<file path="src/rtl/l4_isa_pkg.sv">
// Shared ISA definitions for the L4 core: field widths, opcodes, packing.
// Used by the instruction loader and the instruction register decode.
package l4_isa_pkg;

  localparam int unsigned OP_W    = 4;
  localparam int unsigned REG_W   = 4;
  localparam int unsigned INSTR_W = OP_W + 3 * REG_W;

  localparam logic [OP_W-1:0] OP_NOP  = 4'hB;
  localparam logic [OP_W-1:0] OP_HALT = 4'hF;

  localparam logic [INSTR_W-1:0] NOP_WORD = {OP_NOP, 12'h000};

  typedef struct packed {
    logic [OP_W-1:0]  op;
    logic [REG_W-1:0] rd;
    logic [REG_W-1:0] rs1;
    logic [REG_W-1:0] rs2;
  } instr_t;

  function automatic logic [INSTR_W-1:0] pack_instr(
    input logic [OP_W-1:0]  op,
    input logic [REG_W-1:0] rd,
    input logic [REG_W-1:0] rs1,
    input logic [REG_W-1:0] rs2
  );
    instr_t w;
    w.op  = op;
    w.rd  = rd;
    w.rs1 = rs1;
    w.rs2 = rs2;
    return w;
  endfunction

endpackage

</file>
<file path="src/rtl/l4_instr_loader.sv">
// Streams instruction fields from upstream into instruction memory.
// Stops after a programmed word count or on a HALT opcode (written too).
module l4_instr_loader
  import l4_isa_pkg::*;
#(
  parameter int unsigned     ADDR_W  = 8,
  parameter logic [OP_W-1:0] HALT_OP = OP_HALT
) (
  input  logic                 clk,
  input  logic                 rst,
  input  logic                 start,
  input  logic [ADDR_W-1:0]    base_addr,
  input  logic [ADDR_W:0]      length,
  input  logic                 in_valid,
  output logic                 in_ready,
  input  logic [OP_W-1:0]      opcode,
  input  logic [REG_W-1:0]     dest_reg,
  input  logic [REG_W-1:0]     src_reg1,
  input  logic [REG_W-1:0]     src_reg2,
  output logic [ADDR_W-1:0]    mem_addr,
  output logic [INSTR_W-1:0]   mem_data,
  output logic                 mem_we,
  output logic                 busy,
  output logic                 done,
  output logic [ADDR_W:0]      words_written
);

  typedef enum logic [1:0] {
    S_IDLE,
    S_RUN,
    S_DONE
  } state_e;

  localparam logic [ADDR_W:0] LEN_ONE = {{ADDR_W{1'b0}}, 1'b1};

  state_e               state_q;
  logic [ADDR_W-1:0]    addr_q;
  logic [ADDR_W:0]      remaining_q;
  logic [ADDR_W:0]      words_q;
  logic [ADDR_W-1:0]    mem_addr_q;
  logic [INSTR_W-1:0]   mem_data_q;
  logic                 mem_we_q;

  logic accept;
  logic last_word;

  assign in_ready  = (state_q == S_RUN);
  assign accept    = in_valid && in_ready;
  assign last_word = (remaining_q == LEN_ONE) || (opcode == HALT_OP);

  always_ff @(posedge clk) begin
    if (rst) begin
      state_q     <= S_IDLE;
      addr_q      <= '0;
      remaining_q <= '0;
      words_q     <= '0;
      mem_addr_q  <= '0;
      mem_data_q  <= NOP_WORD;
      mem_we_q    <= 1'b0;
    end else begin
      mem_we_q <= 1'b0;
      unique case (state_q)
        S_IDLE: begin
          if (start) begin
            addr_q      <= base_addr;
            remaining_q <= length;
            words_q     <= '0;
            state_q     <= (length == '0) ? S_DONE : S_RUN;
          end
        end
        S_RUN: begin
          if (accept) begin
            mem_we_q    <= 1'b1;
            mem_addr_q  <= addr_q;
            mem_data_q  <= pack_instr(opcode, dest_reg, src_reg1, src_reg2);
            addr_q      <= addr_q + 1'b1;
            remaining_q <= remaining_q - LEN_ONE;
            words_q     <= words_q + LEN_ONE;
            if (last_word) begin
              state_q <= S_DONE;
            end
          end
        end
        S_DONE: begin
          state_q <= S_IDLE;
        end
        default: begin
          state_q <= S_IDLE;
        end
      endcase
    end
  end

  assign mem_addr      = mem_addr_q;
  assign mem_data      = mem_data_q;
  assign mem_we        = mem_we_q;
  assign busy          = (state_q == S_RUN);
  assign done          = (state_q == S_DONE);
  assign words_written = words_q;

endmodule

</file>
<file path="config.mk">
export PLATFORM = sky130hd
export DESIGN_NAME = l4_instr_loader
export DESIGN_NICKNAME = d
export VERILOG_FILES = /design/src/rtl/l4_isa_pkg.sv /design/src/rtl/l4_instr_loader.sv
export SDC_FILE = /design/constraint.sdc
export NUM_CORES = 1
export LEC_CHECK = 0
export BUFFER_PORTS_ARGS = -buffer_cell sky130_fd_sc_hd__buf_2
export CAP_MARGIN = 30
export CORE_MARGIN = 4
export CORE_UTILIZATION = 55
export CTS_CLUSTER_SIZE = 14
export DETAILED_ROUTE_END_ITERATION = 8
export HOLD_SLACK_MARGIN = 0.06
export PLACE_DENSITY = 0.93
export SYNTH_ARGS = -nofsm -noshare
export SYNTH_HDL_FRONTEND = slang
export SYNTH_SLANG_ARGS = --single-unit
export TNS_END_PERCENT = 100
</file>
<file path="constraint.sdc">
create_clock -name clk -period 4 [get_ports clk]
set_input_delay 0.8 -clock clk [delete_from_list [all_inputs] [get_ports clk]]
set_output_delay 0.8 -clock clk [all_outputs]
set_load 0.01 [all_outputs]
</file>
==> results by group, run 1 <==
Clock tree
  • Clk pin slew, worst setup/hold paths: 0.10 ns
  • CTS tree: built
  • CTS Buf Count: 5
  • Post-CTS setup buffers: 0
  • Clk_lat worst skew: 0.31 ns
  • Sink Count: 53
  • # resized after CTS: 0
  • H-tree Lvls: 2
  • Clk buf depth: 2
  • Root buf cell: clkbuf_8
  • Hold_buf cts: 0

Route
  • DRC: 0
  • Vias per cell: 5.71
  • Final WL: 5980 um
  • DR iter-0 viols: 178
  • Drt pass-1 iters: 4
  • Detail Route Antenna Nets: 0
  • Vias: 2417
  • Routed len/inst: 14.1 um

Power and ir drop
  • Max IR drop VDD: 0.000314 V
  • P_leak: 1.21 nW
  • Power Density: 605 nW/um^2
  • Power Total: 1.75 mW

Floorplan
  • Initial core utilization: 58.5%
  • Rows: 23
  • Die Ht: 74.2 um
  • Core Area: 4120 um^2
  • Die area: 5500 um^2
  • I/O pin count: 74
  • Die span in x: 74.2 um

Run status
  • Status: finished clean

Logic synthesis
  • Async SR Flop Fraction: 0%
  • Top FF cell, synth: dfxtp_1
  • Mean area per synthesized cell: 7.82 um^2
  • Post-synthesis register bit count: 53
  • Number of synthesized flops with an enable pin: 0
  • Synth warnings: 0
  • Cell area after synthesis: 2410 um^2
  • Yosys cell types: 47
  • Syn Nets: 349
  • Register area share after synthesis: 44.1%
  • Mapped Cells: 308

Worst hold path
  • Hold Crit Class: flop to flop

Timing
  • Setup ws final: 0.906 ns
  • Count of final setup violators: 0
  • Post-route setup TNS: 0 ns
  • Slew @ Worst Pin: 0.909 ns
  • RSZ-0062 raised after global routing: false
  • Fin Clk Skew: 0.00710 ns
  • Hold Vio Cnt, Final: 0
  • Final worst path period need: 3.09 ns
  • Relative slew slack: 39.4%
  • FMAX: 0.323 GHz
  • Final max-slew violation count: 0
  • Final worst-path cycle share: 77.4%

Global route
  • Largest net degree at the start of global routing: 41
  • Initial antenna violation count: 0
  • First-pass GRT wire length: 9420 um
  • Number of global-route vias before repair: 2117
  • GRT Overall Usage: 22.0%
  • Global route overflow: 0

Setup path
  • Crit path capture type: output pin
  • Crit path kind: flop to output pin
  • CP max FO: 27
  • CP Data Required Time: 3.20 ns
  • WP data arrival: 2.29 ns
  • Critical Path Start Type: flop

Finish
  • Reg area: 1060 um^2
  • Area Overhead vs Synth: 20.3%
  • Layout cells sized above 1: 23.9%
  • Area of the multi-input gates: 1230 um^2
  • Finished Cell Area: 2900 um^2
  • Filler Cells Inserted: 336
  • Final core utilization: 70.4%
  • Nets: 413
  • N_diodes: 0

Placed design
  • Post-place setup slack: 1.29 ns
  • Final Wtd Congestion: 0.832
  • Dpl hpwl: 4110 um
  • Dpl cell area: 2770 um^2
  • # port buffers: 73

Job
  • Max Cap Viol: 0
==> critical path: stages, from the launching register on <==
cell     delay [ns]
dfxtp_1        0.52
or2b_1         0.67
inv_1          0.51
buf_2          0.28
==> cell families after synthesis <==
logic type | share of synthesized area [%]
compound gates | 20.5
xor+xnor | 1.82
fa+ha+maj | 2.08
buf+inv | 4.78
flops | 44.1
mux | 1.51
simple gates | 25.2
==> layout by cell type (no fill, tap or decap), types with 8 or more instances in the layout <==
cell type and count:
buf_2 73, nand2_1 63, nor3_1 10, dfxtp_1 53
inv_1 8, nor2_1 19, nand3_1 10, a21oi_1 43
o21ai_0 14
==> power by group <==
part	total [mW]	internal [mW]	leakage, nW	switching, mW
logic	0.658	0.258	0.720	0.401
registers	0.724	0.630	0.433	0.0946
clock network	0.369	0.188	0.0585	0.182
==> path summary, 6_finish.rpt <==
check,from,to,slack (ns),cells after the start
worst max-delay path,state_q[1],busy,0.91,3
worst min-delay path,mem_data[2],mem_data[2],0.45,2
worst max register to register,state_q[0],mem_data[11],1.28,5
worst min register to register,mem_data[2],mem_data[2],0.45,2
==> cell type report <==
| class | instances | area share (%) |
|---|---|---|
| multi-input combinational | 227 | 42.5 |
| clock buffer | 5 | 2.37 |
| inverter | 9 | 1.17 |
| tap | 50 | 2.16 |
| timing repair buffer | 76 | 13.6 |
| sequential | 53 | 36.6 |
| clock inverter | 3 | 1.51 |
==> registers in the layout, indices dropped and copies added (netlist names) <==
| signal | flops |
|---|---|
| words_written | 9 |
| mem_we | 1 |
| mem_data | 16 |
| mem_addr | 8 |
| state_q | 2 |
| addr_q | 8 |
| remaining_q | 9 |
==> layer usage <==
metal  vias up  routed length (um)  GRT usage (%)
met5         -                   0              0
met2        75                2950           36.5
met4         0                 100           8.45
li1       1206                   -              -
met3         9                 394           5.54
met1      1127                2530           27.4
==> cells in the mapped netlist, drive strengths merged (3+ instances only) <==
master / count / share of area [%]
ha: 4 / 2.1
nand3: 10 / 2.1
nor4: 4 / 1.0
clkbuf: 13 / 2.0
o21ai: 15 / 3.1
inv: 8 / 1.2
xnor2: 5 / 1.8
a211oi: 5 / 1.6
nand2: 63 / 9.8
dfxtp: 53 / 44
nor2: 19 / 3.0
nor3: 10 / 2.1
buf: 6 / 1.4
o32ai: 5 / 1.8
and2: 3 / 0.78
a21oi: 43 / 8.9
or3: 3 / 0.78
==> per-stage QoR <==
stage                     hold slack, ns  cells
after floorplan                    0.444    308
after global placement             0.438    414
after detailed placement           0.444    414
after CTS                          0.457    422
after global routing               0.473    423
final                              0.455    423
(Power assumes the default switching activity.)
==> run 2, diff against run 1 <==
CORE_UTILIZATION = 46   (was 55)
PLACE_DENSITY = 0.84   (was 0.93)
clock period = 2.7 ns   (was 4 ns; I/O delays follow)
==> results by group, run 2 (synthesis gave the netlist of run 1 again) <==
Clock tree
  • Clk pin slew, worst setup/hold paths: 0.10 ns
  • Post-CTS setup buffers: 0
  • # resized after CTS: 0
  • Hold_buf cts: 0
  • Sink Count: 53
  • Clk buf depth: 2
  • Clk_lat worst skew: 0.31 ns
  • CTS tree: built
  • CTS Buf Count: 5
  • H-tree Lvls: 2
  • Root buf cell: clkbuf_8

Floorplan
  • I/O pin count: 74
  • Die span in x: 80.4 um
  • Core Area: 5110 um^2
  • Rows: 26
  • Die area: 6460 um^2
  • Initial core utilization: 47.2%
  • Die Ht: 80.4 um

Worst hold path
  • Worst Hold Launch: dest_reg[1]
  • Hold Crit Class: input port to flop
  • WHS Path Cells: 3
  • Worst Hold Path EP: mem_data[9]

Route
  • Vias: 2381
  • DR iter-0 viols: 110
  • DRC: 0
  • Vias per cell: 5.35
  • Detail Route Antenna Nets: 0
  • Routed len/inst: 13.4 um
  • Drt pass-1 iters: 4
  • Final WL: 5940 um

Global route
  • Number of global-route vias before repair: 2094
  • Global route overflow: 0
  • GRT Overall Usage: 18.1%
  • First-pass GRT wire length: 9370 um
  • Largest net degree at the start of global routing: 40
  • Initial antenna violation count: 0

Finish
  • Commonest cells after routing, fill and taps aside: buf_2, nand2_1, dfxtp_1
  • N_diodes: 0
  • Most common cell after layout, fill and taps aside: buf_2
  • Area Overhead vs Synth: 21.6%
  • Filler Cells Inserted: 499
  • Layout cells sized above 1: 24.0%
  • Nets: 415
  • Max reg flops: 16

Setup path
  • Critical Path Start Type: flop
  • Reg-to-Reg Start: state_q[0]
  • CP max FO: 21
  • R2R Path End: remaining_q[3]
  • Worst path slowest cell: dfxtp_1
  • WP data arrival: 1.74 ns
  • CP Data Required Time: 2.16 ns
  • Reg2reg setup slack: 0.56 ns
  • Critical Path Max Stage Delay: 0.46 ns
  • Crit path capture type: output pin
  • Worst Reg-to-Reg Cells: 4
  • Crit path kind: flop to output pin
  • Crit path cell chain: or2b_1 -> inv_1 -> buf_2

Timing
  • Count of final setup violators: 0
  • FMAX: 0.439 GHz
  • Setup ws final: 0.424 ns
  • Fin Clk Skew: 0.00919 ns
  • Final worst-path cycle share: 84.3%
  • Final max-slew violation count: 0
  • Hold Vio Cnt, Final: 0
  • Relative slew slack: 39.9%
  • RSZ-0062 raised after global routing: false
  • Post-route setup TNS: 0 ns
  • Final worst path period need: 2.28 ns
  • Slew @ Worst Pin: 0.902 ns

Placed design
  • Dpl hpwl: 4250 um
  • Final Wtd Congestion: 0.854
  • Post-place setup slack: 0.430 ns
  • # port buffers: 73

Run status
  • Status: finished clean

Job
  • Max Cap Viol: 0

Power and ir drop
  • Power Density: 889 nW/um^2
  • P_leak: 1.21 nW
  • Max IR drop VDD: 0.000329 V
[run 2: changes by cell type in the layout (fill, tap and decap cells not counted), sizes merged]
cell	change
buf	+2
clkbuf	+1
inv	-1
[run 2: worst max-delay path: cells and delay by family (launching register included)]
family | cells | cell delay (ns)
buffers and inverters | 2 | 0.70
AND/OR/NAND/NOR | 1 | 0.27
flip-flops | 1 | 0.46
[run 2: power breakdown]
group / switching (mW) / internal, mW
Combinational: 0.595 / 0.390
Clock: 0.265 / 0.279
Sequential: 0.142 / 0.933
Total: 1.00 / 1.60
[run 2: worst max path at each step]
stage	start	endpoint	slack (ns)	cells past startpoint
final	state_q[0]	busy	0.42	3
after global routing	state_q[0]	busy	0.33	3
after CTS	state_q[0]	busy	0.42	3
after detailed placement	in_valid	remaining_q[3]	0.43	5
after global placement	in_valid	remaining_q[5]	0.54	5
after floorplan	state_q[0]	in_ready	0.77	6
[run 2: metal layers]
layer	track usage, %	wire (um)	vias up
met5	0	0	-
met4	5.07	31	0
met3	4.26	332	2
met2	30.2	2910	59
met1	23.1	2670	1105
li1	-	-	1215
[run 2: area by class of cell]
class	instances	area (um^2)	area share (%)
multi-input cells	227	1230	42.1
flip-flops and latches	53	1060	36.2
repair buffers	78	403	13.8
well taps	70	87.6	2.99
clock buffers	6	72.6	2.48
clock inverters	2	38.8	1.32
inverters	9	33.8	1.15
[run 2: per-stage QoR]
step                      utilization, %  cell area [um^2]  hold WS, ns  total power [mW]  instances
final                               57.3              2930        0.452              2.60        445
after global routing                57.3              2930        0.446              2.78        445
after CTS                           57.3              2930        0.449              2.61        445
after detailed placement            55.2              2820        0.444              2.07        437
after global placement              55.2              2820        0.438              2.04        437
after floorplan                        -              2410        0.444              1.80        308
